==> src/rtl/pong_2p_if.sv <==
// pong_2p_if: video-timing inputs, player buttons and display/status outputs
// of the two-player pong core, bundled as one port.
//   master : drives counters, display enable and buttons; reads colour/status
//   slave  : the core side
//   counter_x/counter_y/in_display : pixel position and visible-area flag
//   btn_*                           : synchronised paddle and start buttons
//   vga_R/G/B                       : registered 1-bit colour
//   score_l/score_r/game_state/winner : status for segment/LED logic
interface pong_2p_if #(parameter int SCORE_W = 4);
  logic [9:0]         counter_x;
  logic [8:0]         counter_y;
  logic               in_display;
  logic               btn_l_up, btn_l_down, btn_r_up, btn_r_down, btn_start;
  logic               vga_R, vga_G, vga_B;
  logic [SCORE_W-1:0] score_l, score_r;
  logic [1:0]         game_state;
  logic               winner;

  modport master (
    output counter_x, counter_y, in_display,
    output btn_l_up, btn_l_down, btn_r_up, btn_r_down, btn_start,
    input  vga_R, vga_G, vga_B, score_l, score_r, game_state, winner
  );

  modport slave (
    input  counter_x, counter_y, in_display,
    input  btn_l_up, btn_l_down, btn_r_up, btn_r_down, btn_start,
    output vga_R, vga_G, vga_B, score_l, score_r, game_state, winner
  );
endinterface

==> src/rtl/pong_2p_core.sv <==
// pong_2p_core: two-player pong. Game state advances once per frame on a
// registered tick taken in vertical blanking; rendering is a combinational
// object test followed by one register stage (1 clk pixel latency).
//   clk, rst_n : pixel clock, asynchronous active-low reset
//   bus        : pong_2p_if.slave (timing in, buttons in, RGB/score/state out)
module pong_2p_core #(
  parameter int H_RES        = 640,
  parameter int V_RES        = 480,
  parameter int WALL         = 8,
  parameter int BALL_SIZE    = 16,
  parameter int PADDLE_W     = 8,
  parameter int PADDLE_H     = 64,
  parameter int PADDLE_STEP  = 2,
  parameter int BALL_SPEED   = 1,
  parameter int SERVE_FRAMES = 60,
  parameter int WIN_SCORE    = 9,
  parameter int SCORE_W      = 4,
  parameter int FRAME_LINE   = 500
) (
  input logic      clk,
  input logic      rst_n,
  pong_2p_if.slave bus
);
  typedef logic signed [10:0] s11_t;
  typedef enum logic [1:0] {IDLE = 2'd0, SERVE = 2'd1, PLAY = 2'd2, OVER = 2'd3} state_t;

  localparam int   CNT_W   = $clog2(SERVE_FRAMES + 1);
  localparam s11_t K_WALL  = s11_t'(WALL);
  localparam s11_t K_BALL  = s11_t'(BALL_SIZE);
  localparam s11_t K_PW    = s11_t'(PADDLE_W);
  localparam s11_t K_PH    = s11_t'(PADDLE_H);
  localparam s11_t K_STEP  = s11_t'(PADDLE_STEP);
  localparam s11_t K_SPD   = s11_t'(BALL_SPEED);
  localparam s11_t P_MIN   = s11_t'(WALL);
  localparam s11_t P_MAX   = s11_t'(V_RES - WALL - PADDLE_H);
  localparam s11_t Y_FLOOR = s11_t'(V_RES - WALL);
  localparam s11_t X_LEFT  = s11_t'(WALL + PADDLE_W);          // left paddle face
  localparam s11_t X_RIGHT = s11_t'(H_RES - WALL - PADDLE_W);  // right paddle face
  localparam logic [9:0] BX0 = 10'(H_RES / 2 - BALL_SIZE / 2);
  localparam logic [9:0] BY0 = 10'(V_RES / 2 - BALL_SIZE / 2);
  localparam logic [9:0] P0  = 10'((V_RES - PADDLE_H) / 2);
  localparam logic [CNT_W-1:0]   CNT_LOAD = CNT_W'(SERVE_FRAMES);
  localparam logic [SCORE_W-1:0] WIN_M1   = SCORE_W'(WIN_SCORE - 1);

  state_t             state;
  logic               frame_tick;
  logic [9:0]         ball_x, ball_y, paddle_l, paddle_r;
  logic               dir_x, dir_y;   // dir_x 1 = leftward, dir_y 1 = upward
  logic [CNT_W-1:0]   serve_cnt;
  logic [SCORE_W-1:0] score_l, score_r;
  logic               winner;
  logic [2:0]         rgb;

  function automatic s11_t paddle_move(input s11_t p, input logic up, input logic dn);
    s11_t q;
    q = p;
    if (up && !dn)      q = p - K_STEP;
    else if (dn && !up) q = p + K_STEP;
    if (q < P_MIN)      q = P_MIN;
    else if (q > P_MAX) q = P_MAX;
    return q;
  endfunction

  s11_t bx, by, pl, pr, nx, ny, cx, cy, pl_n, pr_n, bx_n, by_n;
  logic ov_l, ov_r, dx_n, dy_n, pt_l, pt_r, obj;

  always_comb begin
    bx   = s11_t'({1'b0, ball_x});
    by   = s11_t'({1'b0, ball_y});
    pl   = s11_t'({1'b0, paddle_l});
    pr   = s11_t'({1'b0, paddle_r});
    cx   = s11_t'({1'b0, bus.counter_x});
    cy   = s11_t'({2'b0, bus.counter_y});
    pl_n = paddle_move(pl, bus.btn_l_up, bus.btn_l_down);
    pr_n = paddle_move(pr, bus.btn_r_up, bus.btn_r_down);
    nx   = dir_x ? bx - K_SPD : bx + K_SPD;
    ny   = dir_y ? by - K_SPD : by + K_SPD;
    // paddle overlap is judged on the pre-move ball row
    ov_l = (by + K_BALL > pl) && (by < pl + K_PH);
    ov_r = (by + K_BALL > pr) && (by < pr + K_PH);

    by_n = ny;
    dy_n = dir_y;
    if (ny < K_WALL) begin
      by_n = K_WALL;
      dy_n = 1'b0;
    end else if (ny + K_BALL > Y_FLOOR) begin
      by_n = Y_FLOOR - K_BALL;
      dy_n = 1'b1;
    end

    bx_n = nx;
    dx_n = dir_x;
    pt_l = 1'b0;
    pt_r = 1'b0;
    if (dir_x && nx < X_LEFT) begin
      if (ov_l) begin bx_n = X_LEFT; dx_n = 1'b0; end
      else pt_r = 1'b1;
    end else if (!dir_x && nx + K_BALL > X_RIGHT) begin
      if (ov_r) begin bx_n = X_RIGHT - K_BALL; dx_n = 1'b1; end
      else pt_l = 1'b1;
    end

    obj = (cy < K_WALL) || (cy >= Y_FLOOR)
       || (cx >= K_WALL  && cx < X_LEFT         && cy >= pl && cy < pl + K_PH)
       || (cx >= X_RIGHT && cx < X_RIGHT + K_PW && cy >= pr && cy < pr + K_PH)
       || (cx >= bx      && cx < bx + K_BALL    && cy >= by && cy < by + K_BALL);
  end

  // sign bits of clamped results are always 0
  logic unused_msb;
  assign unused_msb = ^{pl_n[10], pr_n[10], bx_n[10], by_n[10]};

  always_ff @(posedge clk or negedge rst_n) begin
    if (!rst_n) begin
      state      <= IDLE;
      frame_tick <= 1'b0;
      ball_x     <= BX0;
      ball_y     <= BY0;
      paddle_l   <= P0;
      paddle_r   <= P0;
      dir_x      <= 1'b0;
      dir_y      <= 1'b0;
      serve_cnt  <= '0;
      score_l    <= '0;
      score_r    <= '0;
      winner     <= 1'b0;
    end else begin
      frame_tick <= (bus.counter_y == 9'(FRAME_LINE)) && (bus.counter_x == 10'd0);
      if (frame_tick) begin
        if (state != OVER) begin
          paddle_l <= pl_n[9:0];
          paddle_r <= pr_n[9:0];
        end
        case (state)
          IDLE: begin
            ball_x <= BX0;
            ball_y <= BY0;
            if (bus.btn_start) begin
              state     <= SERVE;
              serve_cnt <= CNT_LOAD;
            end
          end
          SERVE: begin
            ball_x <= BX0;
            ball_y <= BY0;
            if (serve_cnt <= CNT_W'(1)) begin
              serve_cnt <= '0;
              state     <= PLAY;
            end else begin
              serve_cnt <= serve_cnt - 1'b1;
            end
          end
          PLAY: begin
            if (pt_l || pt_r) begin
              // ball recentred, served toward the player who lost the point
              ball_x    <= BX0;
              ball_y    <= BY0;
              dir_x     <= pt_r;
              serve_cnt <= CNT_LOAD;
              state     <= SERVE;
              if (pt_r) begin
                score_r <= score_r + 1'b1;
                if (score_r == WIN_M1) begin state <= OVER; winner <= 1'b1; end
              end else begin
                score_l <= score_l + 1'b1;
                if (score_l == WIN_M1) begin state <= OVER; winner <= 1'b0; end
              end
            end else begin
              ball_x <= bx_n[9:0];
              ball_y <= by_n[9:0];
              dir_x  <= dx_n;
              dir_y  <= dy_n;
            end
          end
          OVER: begin
            if (bus.btn_start) begin
              score_l   <= '0;
              score_r   <= '0;
              ball_x    <= BX0;
              ball_y    <= BY0;
              paddle_l  <= P0;
              paddle_r  <= P0;
              dir_x     <= 1'b0;
              serve_cnt <= CNT_LOAD;
              state     <= SERVE;
            end
          end
          default: state <= IDLE;
        endcase
      end
    end
  end

  always_ff @(posedge clk or negedge rst_n) begin
    if (!rst_n)                rgb <= 3'b000;
    else if (!bus.in_display)  rgb <= 3'b000;
    else if (obj)              rgb <= 3'b111;
    else if (state == OVER && (bus.counter_x[3] ^ bus.counter_y[3]))
                               rgb <= 3'b100;
    else                       rgb <= 3'b000;
  end

  assign bus.vga_R      = rgb[2];
  assign bus.vga_G      = rgb[1];
  assign bus.vga_B      = rgb[0];
  assign bus.score_l    = score_l;
  assign bus.score_r    = score_r;
  assign bus.game_state = state;
  assign bus.winner     = winner;
endmodule

==> src/flat_wrapper.sv <==
// flat-port wrapper written by rule: the top's interface ports become plain ports
module pong_2p_core_flat 
#(
  parameter int H_RES        = 640,
  parameter int V_RES        = 480,
  parameter int WALL         = 8,
  parameter int BALL_SIZE    = 16,
  parameter int PADDLE_W     = 8,
  parameter int PADDLE_H     = 64,
  parameter int PADDLE_STEP  = 2,
  parameter int BALL_SPEED   = 1,
  parameter int SERVE_FRAMES = 60,
  parameter int WIN_SCORE    = 9,
  parameter int SCORE_W      = 4,
  parameter int FRAME_LINE   = 500
)
  (clk, rst_n, bus_counter_x, bus_counter_y, bus_in_display, bus_btn_l_up, bus_btn_l_down, bus_btn_r_up, bus_btn_r_down, bus_btn_start, bus_vga_R, bus_vga_G, bus_vga_B, bus_score_l, bus_score_r, bus_game_state, bus_winner);
  pong_2p_if #(.SCORE_W(SCORE_W)) bus_i ();
  input logic clk;
  input logic rst_n;
  input wire logic [$bits(bus_i.counter_x)-1:0] bus_counter_x;
  input wire logic [$bits(bus_i.counter_y)-1:0] bus_counter_y;
  input wire logic [$bits(bus_i.in_display)-1:0] bus_in_display;
  input wire logic [$bits(bus_i.btn_l_up)-1:0] bus_btn_l_up;
  input wire logic [$bits(bus_i.btn_l_down)-1:0] bus_btn_l_down;
  input wire logic [$bits(bus_i.btn_r_up)-1:0] bus_btn_r_up;
  input wire logic [$bits(bus_i.btn_r_down)-1:0] bus_btn_r_down;
  input wire logic [$bits(bus_i.btn_start)-1:0] bus_btn_start;
  output wire logic [$bits(bus_i.vga_R)-1:0] bus_vga_R;
  output wire logic [$bits(bus_i.vga_G)-1:0] bus_vga_G;
  output wire logic [$bits(bus_i.vga_B)-1:0] bus_vga_B;
  output wire logic [$bits(bus_i.score_l)-1:0] bus_score_l;
  output wire logic [$bits(bus_i.score_r)-1:0] bus_score_r;
  output wire logic [$bits(bus_i.game_state)-1:0] bus_game_state;
  output wire logic [$bits(bus_i.winner)-1:0] bus_winner;
  assign bus_i.counter_x = bus_counter_x;
  assign bus_i.counter_y = bus_counter_y;
  assign bus_i.in_display = bus_in_display;
  assign bus_i.btn_l_up = bus_btn_l_up;
  assign bus_i.btn_l_down = bus_btn_l_down;
  assign bus_i.btn_r_up = bus_btn_r_up;
  assign bus_i.btn_r_down = bus_btn_r_down;
  assign bus_i.btn_start = bus_btn_start;
  assign bus_vga_R = bus_i.vga_R;
  assign bus_vga_G = bus_i.vga_G;
  assign bus_vga_B = bus_i.vga_B;
  assign bus_score_l = bus_i.score_l;
  assign bus_score_r = bus_i.score_r;
  assign bus_game_state = bus_i.game_state;
  assign bus_winner = bus_i.winner;
  pong_2p_core #(.H_RES(H_RES), .V_RES(V_RES), .WALL(WALL), .BALL_SIZE(BALL_SIZE), .PADDLE_W(PADDLE_W), .PADDLE_H(PADDLE_H), .PADDLE_STEP(PADDLE_STEP), .BALL_SPEED(BALL_SPEED), .SERVE_FRAMES(SERVE_FRAMES), .WIN_SCORE(WIN_SCORE), .SCORE_W(SCORE_W), .FRAME_LINE(FRAME_LINE)) u_core (.clk(clk), .rst_n(rst_n), .bus(bus_i));
endmodule
==> config.mk <==
export PLATFORM = sky130hd
export DESIGN_NAME = pong_2p_core_flat
export DESIGN_NICKNAME = d
export VERILOG_FILES = /design/src/rtl/pong_2p_if.sv /design/src/rtl/pong_2p_core.sv /design/src/flat_wrapper.sv
export SDC_FILE = /design/constraint.sdc
export NUM_CORES = 1
export LEC_CHECK = 0
export CELL_PAD_IN_SITES_DETAIL_PLACEMENT = 1
export CELL_PAD_IN_SITES_GLOBAL_PLACEMENT = 2
export CORE_ASPECT_RATIO = 1.25
export CORE_UTILIZATION = 35
export CTS_CLUSTER_DIAMETER = 120
export DETAILED_ROUTE_END_ITERATION = 7
export GPL_TIMING_DRIVEN = 0
export PLACE_DENSITY_LB_ADDON = 0.1
export SYNTH_ARGS = -nofsm -noshare
export SYNTH_HDL_FRONTEND = slang
export SYNTH_SLANG_ARGS = --single-unit
==> constraint.sdc <==
create_clock -name clk -period 4 [get_ports clk]
set_input_delay 0.4 -clock clk [delete_from_list [all_inputs] [get_ports clk]]
set_output_delay 0.4 -clock clk [all_outputs]
set_load 0.01 [all_outputs]
# == Yosys cells after proc, flatten, opt, wreduce, memory -nomap -nowiden ==
# Index checks and enable logic that the tools add are counted.
# op_classes
n_addsub,17
n_lt_le_gt_ge,27
eq_ne,17
mux,66
bitwise,2
n_reduce_logical,44
# op_table
operator,count
$mux 10,20
$mux 11,6
$pmux 10 s3,2
$gt 11x10->1 const B,3
$lt 10x11->1,3
$lt 11x11->1,3
$lt 11x5->1 const B,3
$ge 9x10->1,3
$add 10x1->11 const B,2
$add 10x2->11 const B,2
$add 10x5->11 const B,2
$add 10x7->11 const B,2
$add 11x6->11 const B,2
$gt 11x11->1,2
$sub 10x1->11 const B,2
$sub 10x2->11 const B,2
$mux 4,5
$logic_and 1x1->1,19
$mux 6,3
$pmux 6 s3,1
$mux 1,16
$pmux 4 s2,2
$reduce_and 5->1,3
$mux 2,6
other kinds (35),59
# totals
reg_bits,63
output_inout_bits,14
elab_cells,186

# == Logic depth before layout (Yosys ltp) ==
# Gate-level depths: netlist of run 1.
# depth
depth_word,10
depth_mapped,16
ltp_nobuf,14

# == Worst setup path before layout of run 1 ==
# Ideal clock, no wire load.
# synth_path
kind,reg-to-reg
start,register u_core.dir_x
end,register u_core.dir_x
setup_ns,0.065
arrival_time_ns,3.686
required_time_ns,3.935
setup_slack_ns,0.249
stages_incl_launch_ff,15
path_cell_list,dfrtp_1 ha_1 buf_6 a21o_1 a221oi_4 xnor2_1 ha_1 xnor2_1 a21o_1 a211oi_1 o31ai_1 a211o_1 or2_0 a2111oi_0 o21a_1
# synth_via
elab_chain_len,9
elab_cells_between_ends,18
cone_classes,add/sub: 1; order compare: 2; eq/ne: 3; mux: 7; reduce/logical: 5
# synth_lines
element,line_no,rtl
from (decl),pong_2p_core.sv:48,"logic dir_x, dir_y;"
from (signal assigned),pong_2p_core.sv:159,dir_x <= pt_r;
from (signal assigned),pong_2p_core.sv:172,dir_x <= dx_n;
$mux 11,pong_2p_core.sv:76,nx = dir_x ? bx - K_SPD : bx + K_SPD;
$add 11x6->11,pong_2p_core.sv:99,end else if (!dir_x && nx + K_BALL > X_RIGHT) begin
$gt 11x11->1,pong_2p_core.sv:99,
$logic_and 1x1->1,pong_2p_core.sv:99,
$mux 1,pong_2p_core.sv:99,
$mux 1,pong_2p_core.sv:96,if (dir_x && nx < X_LEFT) begin
$logic_or 1x1->1,pong_2p_core.sv:155,if (pt_l || pt_r) begin
$ne 4x3->1 (no source line) (tied with other cells),--,
$reduce_and 6->1 (no source line) or $pmux 1 s2 (tied branches),--,
# Parallel ways exist; a longest one is shown, timed or not.
# A chain may end at the register's enable or synchronous reset.

# == Worst setup path in the final report of run 1 ==
# layout_path
start,register u_core.dir_x
end,register u_core.serve_cnt[4]
# layout_via
elab_chain_len,9
elab_cells_between_ends,13
cone_classes,add/sub: 1; order compare: 2; eq/ne: 1; mux: 4; reduce/logical: 5
# layout_lines
element,line_no,rtl
$mux 11,pong_2p_core.sv:76,
$add 11x6->11,pong_2p_core.sv:99,
$gt 11x11->1,pong_2p_core.sv:99,
$logic_and 1x1->1,pong_2p_core.sv:99,
$mux 1,pong_2p_core.sv:99,
$mux 1,pong_2p_core.sv:96,
$logic_or 1x1->1 *,pong_2p_core.sv:155,
$ne 2x1->1 (no source line) *,--,
$reduce_and 3->1 (no source line) *,--,
to (signal assigned),pong_2p_core.sv:151,serve_cnt <= serve_cnt - 1'b1;
to (decl),pong_2p_core.sv:49,logic [CNT_W-1:0] serve_cnt;
# Mark *: on every way between the ends. The rest lies on a longest branch, timed or not.

==> results by group, run 1 <==
Placement
  – Port Buf Inserts: 40
  – Placed cell count: 1207
  – Cell Area, Placed: 0.00826 mm^2
  – HPWL Detailed: 20300 um
  – Worst slack, placed: -450 ps
  – RePlAce Congestion: 0.869

Routing
  – Routed Antenna Nets: 0
  – Remaining routing DRC violations: 0
  – DR pass1 iterations: 6
  – WL/cell: 21.3 um
  – DRT iter0 DRCs: 301
  – Final wirelength: 26300 um
  – Via density: 5.90
  – DR vias: 7280

Synth
  – Syn_area_per_cell: 8.42 um^2
  – Flops & latches, synth: 62
  – Seq/Total Area, Yosys: 0.209
  – Largest family of logic cells by synthesized area: compound AO/OA/AOI/OAI gates
  – Post-synthesis mux area share: 0.0108
  – FFs w/ async S/R, synth: 1.00
  – Synth Area in XOR/XNOR: 0.0454
  – Mapped Cells: 893
  – Adder-cell area share of the yosys netlist: 0.220
  – Post-Synthesis Net Count: 1051
  – Synth unique cells: 90
  – Compound-Gate Fraction of Synth Area: 0.270
  – Post-synth EDFFs: 0
  – Ys Warns: 0
  – Post-Syn Area: 0.00752 mm^2
  – Simple-gate portion of the synthesized area: 0.197
  – Synth Flop Type: dfrtp_1

Floorplan
  – Initial core utilization: 0.359
  – I/O Pins: 41
  – Die ar.: 0.0221 mm^2
  – Core footprint: 0.0210 mm^2
  – Die Wd: 133 um
  – Site row count: 59
  – Die H: 166 um

Layout
  – Register area: 0.00157 mm^2
  – Diode count: 0
  – Share of cells above drive strength 1: 0.0918
  – Fill cells: 2514
  – Final instance area: 0.00877 mm^2
  – Nets: 1112
  – Area grow syn2layout: 16.7%
  – Fin util: 0.418
  – Multi-input logic area: 0.00569 mm^2
  – Final std cells w/o fill: 1233

Clock tree
  – CTS tree: done
  – Bufs on Longest Clock Path: 2
  – Cts bufs inserted: 9
  – Clk root buf: clkbuf_16
  – Clock Sinks: 62
  – Clk Latency, worst-skew pair: 350 ps
  – Reg clk slew, reported paths: 70 ps
  – H-tree levels: 3
  – Post-CTS Hold Fix Bufs: 0

Power
  – Total chip power: 0.00172 W
  – P_leak: 3.92 nW
  – P per Cell Area: 196 mW/mm^2
  – Worst vdd ir: 0.148 mV

STA
  – Worst-margin pin slew: 900 ps
  – Clk_skew: 10.8 ps
  – Final Critical Period: 3820 ps
  – Final hold violations: 0
  – Final period utilization: 0.954
  – Post-route setup slack: 184 ps
  – Peak Freq: 0.262 GHz
  – Max Slew Vio Count: 0
  – Slew HR: 0.400
  – Setup violators final: 0

Global route
  – Initial antenna violation count: 0
  – First-pass GRT wire length: 41900 um
  – Largest net degree at the start of global routing: 63
  – Vias in the first global route: 7633
  – All-Layer GR Usage: 0.243
  – Grt ovf: 0

Critical path
  – Crit path kind: reg2reg
  – Kind of end point of the critical path: flop
  – WP data required: 4230 ps
  – CP startpoint kind: flop
  – Flop-to-flop setup slack: 180 ps
  – CP max FO: 10
  – Reg2Reg Depth: 16
  – WP data arrival: 4050 ps

Job
  – Max cap viols: 0

Hold path
  – Worst Hold Class: in2async

Outcome
  – Run status: finished, final reports clean
-- layer usage --
metal | share of wire | GRT usage | vias up | routed length (um)
li1 | - | - | 3493 | -
met1 | 0.44 | 0.298 | 3655 | 11600
met2 | 0.51 | 0.438 | 94 | 13500
met3 | 0.020 | 0.0217 | 38 | 529
met4 | 0.024 | 0.0879 | 0 | 640
met5 | 0 | 0 | - | 0
-- layout make-up --
| class | count | area share |
|---|---|---|
| buffer | 17 | 0.00941 |
| clock buffer | 9 | 0.0257 |
| clock inverter | 7 | 0.0117 |
| inverter | 75 | 0.0321 |
| multi-input combinational | 739 | 0.649 |
| sequential | 62 | 0.179 |
| tap | 274 | 0.0391 |
| timing repair buffer | 50 | 0.0543 |
-- repair_timing --
item,in CTS,in global routing
endpoints found under the setup margin,34,29
gates resized for setup,7,17
buffers inserted,3,7
pin swaps,1,4
-- power breakdown --
part           total, W  internal [W]  switching [W]  leakage (nW)
combinational  0.000180     0.0000770       0.000103          3.05
clock          0.000902      0.000555       0.000347         0.157
sequential     0.000633      0.000631     0.00000232         0.706
total           0.00172       0.00126       0.000453          3.92
-- path summary, 6_finish.rpt --
path	from	endpoint
worst max-delay path	u_core.dir_x$_DFFE_PN0P_	u_core.serve_cnt[4]$_DFFE_PN0P_
worst min-delay path	rst_n	u_core.rgb[1]$_DFF_PN0_
worst max register to register	u_core.dir_x$_DFFE_PN0P_	u_core.serve_cnt[4]$_DFFE_PN0P_
worst min register to register	u_core.bus.score_r[3]$_DFFE_PN0P_	u_core.bus.score_r[3]$_DFFE_PN0P_
max in group asynchronous	rst_n	u_core.dir_y$_DFFE_PN0P_
min in group clk	u_core.bus.score_r[3]$_DFFE_PN0P_	u_core.bus.score_r[3]$_DFFE_PN0P_
-- metrics by stage --
stage	hold WS, ps	TNS, ps
after floorplan	104	0
after global placement	517	-7520
after detailed placement	536	-8120
after CTS	210	0
after global routing	238	-440
final	168	0
-- sequential cells by signal, summed over array words and instances (netlist names), 2 cells and up --
| signal | count |
|---|---|
| u_core.paddle_r | 10 |
| u_core.paddle_l | 10 |
| u_core.bus.score_l | 4 |
| u_core.bus.game_state | 2 |
| u_core.bus.score_r | 4 |
| u_core.ball_x | 10 |
| u_core.rgb | 2 |
| u_core.serve_cnt | 6 |
| u_core.ball_y | 10 |
-- kinds of logic (layout without fill, tap and decap cells) --
| logic type | after synthesis | count (layout) |
|---|---|---|
| fa+ha+maj | 131 | 131 |
| simple gates | 281 | 281 |
| xor+xnor | 39 | 39 |
| buf+inv | 92 | 158 |
| flops | 62 | 62 |
| compound gates | 280 | 280 |
| mux | 8 | 8 |
-- Yosys cell counts, types with 8 or more instances --
cell      count  area (um^2)
a211oi_1     10         75.1
a21o_1       21          158
a21oi_1      35          175
a22o_1        9         78.8
a22oi_1       9         67.6
a31oi_1      12         75.1
and3_1        8         50.1
clkbuf_1     13         48.8
dfrtp_1      48         1200
dfstp_2      14          368
ha_1        129         1610
inv_1        73          274
nand2_1      59          221
nand2b_1     13         81.3
nand3_1      30          150
nand4_1      10         62.6
nor2_1       55          206
nor2b_1      15         93.8
nor3_1       29          145
nor4_1       12         75.1
o211ai_1     10         75.1
o21a_1       21          158
o21ai_0      44          220
o22ai_1      10         62.6
o31ai_1      17          128
xnor2_1      30          263
xor2_1        9         78.8
-- critical path, stage by stage, from the launching register on --
cell      delay, ps
dfrtp_2         480
ha_1            330
buf_6           140
a21o_1          210
a221oi_4        270
buf_6           160
xnor2_4         160
ha_2            250
xnor2_1          90
a21o_1          170
a211oi_1        220
o31ai_1         100
a211o_2         390
o21a_1          220
buf_6           150
o41ai_2         260
o21ai_1         100
-- cells in the final DEF, fill, tap and decap left out, types with 7 or more instances in the layout --
cell type | synthesis | layout
a22oi_1 | 9 | 8
nor2b_1 | 15 | 15
o31ai_1 | 17 | 17
o211ai_1 | 10 | 10
buf_4 | 1 | 11
clkdlybuf4s50_1 | 0 | 39
nor4_1 | 12 | 12
o21a_1 | 21 | 21
nand2_1 | 59 | 59
inv_1 | 73 | 73
or3_1 | 7 | 7
nor2_1 | 55 | 54
nand2b_1 | 13 | 13
clkbuf_1 | 13 | 13
o21ai_1 | 7 | 7
clkbuf_16 | 0 | 9
dfstp_2 | 14 | 14
dfrtp_1 | 48 | 46
nand3_1 | 30 | 30
a21o_1 | 21 | 21
xor2_1 | 9 | 8
ha_1 | 129 | 127
xnor2_1 | 30 | 28
o22ai_1 | 10 | 10
and3_1 | 8 | 8
a22o_1 | 9 | 9
a21boi_0 | 7 | 7
nor3_1 | 29 | 28
a21oi_1 | 35 | 34
a211oi_1 | 10 | 10
nand4_1 | 10 | 10
o21ai_0 | 44 | 44
a31oi_1 | 12 | 12
(Power assumes the default switching activity.)
==> inputs of run 2 (changes only) <==
- CORE_UTILIZATION: 35 -> 41
- GPL_ROUTABILITY_DRIVEN: unset -> 0
- SLEW_MARGIN: unset -> 20
- clock period: 4 -> 4.5 ns (I/O delays scaled with it)
==> results by group, run 2 (same netlist as run 1, synthesis figures left out) <==
Routing
  – DR pass1 iterations: 4 (-2)
  – WL met2: 12500 um (-7.4%)
  – Via density: 6.17 (+4.5%)
  – Top Metal Used: met4
  – Remaining routing DRC violations: 0 (unchanged)
  – Routed Antenna Nets: 0 (unchanged)
  – Wire length on met3: 468 um (-12%)
  – WL/cell: 21.0 um (-1.3%)
  – Final wirelength: 24800 um (-5.7%)
  – M1 wire length: 11000 um (-5.3%)
  – DR vias: 7267 (-0.18%)
  – DRT iter0 DRCs: 244 (-19%)

Power
  – Seq pwr share: 0.389 (+0.020)
  – Portion of total power attributed to the clock network: 0.499 (-0.027)
  – Worst vdd ir: 0.121 mV (-18%)
  – Switch share: 0.267 (+0.00272)
  – P_sw: 0.000386 W (-15%)
  – P per Cell Area: 169 mW/mm^2 (-13%)
  – Internal: 0.00106 W (-16%)
  – Proportion of power drawn by combinational gates: 0.112 (+0.007)
  – P_leak: 3.84 nW (-1.9%)

Clock tree
  – Setup Buffers After CTS: 0 (-3)
  – Clk root buf: clkbuf_16
  – Resized cells post-CTS: 0 (-7)
  – Cts bufs inserted: 9 (unchanged)
  – CTS tree: done
  – Post-CTS Hold Fix Bufs: 0 (unchanged)
  – Reg clk slew, reported paths: 60 ps (about the same)
  – Clk Latency, worst-skew pair: 360 ps (about the same)
  – Clock Sinks: 62 (unchanged)
  – H-tree levels: 3 (unchanged)
  – Bufs on Longest Clock Path: 2 (unchanged)

Floorplan
  – Die H: 153 um (-7.5%)
  – Die Wd: 123 um (-7.5%)
  – Initial core utilization: 0.417 (+0.0584)
  – Site row count: 55 (-6.8%)
  – I/O Pins: 41 (unchanged)
  – Die ar.: 0.0189 mm^2 (-14%)
  – Core footprint: 0.0180 mm^2 (-14%)

Job
  – Max cap viols: 0 (unchanged)

Critical path
  – CP max FO: 14 (+4)
  – WP data required: 4740 ps (+510 ps)
  – CP Buf/Inv Count: 1 (-2)
  – Delay of the slowest cell on the worst path: 530 ps (+50 ps)
  – WP data arrival: 4490 ps (+440 ps)
  – Slowest CP cell: dfrtp_2
  – Critical path's top delay family: compound AO/OA/AOI/OAI gates
  – CP startpoint kind: flop
  – Kind of end point of the critical path: flop
  – Worst path cell trace: ha_1, buf_6, a21o_1, a221oi_4, xnor2_1, ha_1, xnor2_1, a21o_1, a211oi_1, o31ai_1, a211o_1, nor2_2, o21ai_1, a22o_1
  – Crit path kind: reg2reg

STA
  – Setup violators final: 0 (unchanged)
  – Peak Freq: 0.235 GHz (-10%)
  – Max Slew Vio Count: 0 (unchanged)
  – Final hold violations: 0 (unchanged)
  – Clk_skew: 11.7 ps (+0.808 ps)
  – Setup TNS Final: 0 ps (unchanged)
  – Final period utilization: 0.945 (-0.00894)
  – Unrepaired setup endpoints after global routing: no
  – Slew HR: 0.450 (+0.0495)
  – Worst-margin pin slew: 826 ps (-74.2 ps)
  – Final Critical Period: 4250 ps (+437 ps)

Layout
  – Commonest non-fill, non-tap cells in the layout: ha_1 (129), inv_1 (73), nand2_1 (59)
  – Area grow syn2layout: 13.5%
  – Nets: 1103 (-0.81%)
  – Fin util: 0.473 (+0.0551)
  – Fill cells: 2200 (-12%)
  – Diode count: 0 (unchanged)
  – Share of cells above drive strength 1: 0.0663 (-0.0254)
  – Commonest non-fill, non-tap cell in the layout: ha_1

Global route
  – Vias in the first global route: 7653 (+0.26%)
  – Largest net degree at the start of global routing: 42 (-33%)
  – Grt ovf: 0 (unchanged)
  – Initial antenna violation count: 0 (unchanged)
  – First-pass GRT wire length: 40200 um (-4.1%)
  – All-Layer GR Usage: 0.275 (+0.0319)

Hold path
  – Worst Hold Class: in2async

Placement
  – Port Buf Inserts: 40 (unchanged)
  – HPWL Detailed: 19700 um (-2.9%)

Outcome
  – Run status: finished, final reports clean
run 2: cell count changes in the layout (fill, tap and decap cells not counted), sizes merged:
cell	previous run	this run
buf	15	6
bufinv	2	1
clkinv	2	5
clkinvlp	1	2
inv	77	74
run 2: through the flow:
stage	std cells	cell area (um^2)	total power [W]	hold WS [ps]	worst slack, ps
finish	1178	8540	0.00145	6.04	247
global route	1178	8540	0.00149	27.3	11.1
CTS	1178	8530	0.00146	9.76	27.0
detailed placement	1162	8230	0.000735	391	44.0
global placement	1161	8210	0.000723	513	153
floorplan	893	7520	0.000650	154	749
run 2: power groups by stage:
stage	registers [W]	clock network, W	logic [W]
final	0.000563	0.000722	0.000162
after global routing	0.000563	0.000751	0.000180
after CTS	0.000563	0.000733	0.000163
after detailed placement	0.000572	0	0.000163
after global placement	0.000572	0	0.000151
after floorplan	0.000572	0	0.0000779
run 2: final timing paths:
check,slack (ps),to,start,cells past startpoint
max in group asynchronous,3900,u_core.paddle_r[4]$_DFFE_PN1P_,rst_n,2
worst min-delay path,6,u_core.rgb[1]$_DFF_PN0_,rst_n,1
worst min register to register,510,u_core.bus.score_r[3]$_DFFE_PN0P_,u_core.bus.score_r[3]$_DFFE_PN0P_,1
worst max-delay path,250,u_core.bus.score_l[0]$_DFFE_PN0P_,u_core.dir_x$_DFFE_PN0P_,14
worst max register to register,250,u_core.bus.score_l[0]$_DFFE_PN0P_,u_core.dir_x$_DFFE_PN0P_,14
min in group clk,510,u_core.bus.score_r[3]$_DFFE_PN0P_,u_core.bus.score_r[3]$_DFFE_PN0P_,1
run 2: metal layers:
layer,GRT usage,vias to the layer above
met1,0.341,3646
met4,0.113,0
li1,-,3478
met5,0,-
met2,0.481,103
met3,0.0220,40
run 2: final cells by class:
cell class,instances,area (um^2),share of cell area
inverters,75,282,0.0330
multi-input cells,739,5590,0.655
well taps,228,285,0.0334
clock buffers,9,225,0.0264
plain buffers,17,82.6,0.00967
clock inverters,7,72.6,0.00850
repair buffers,41,425,0.0498
flip-flops and latches,62,1570,0.184
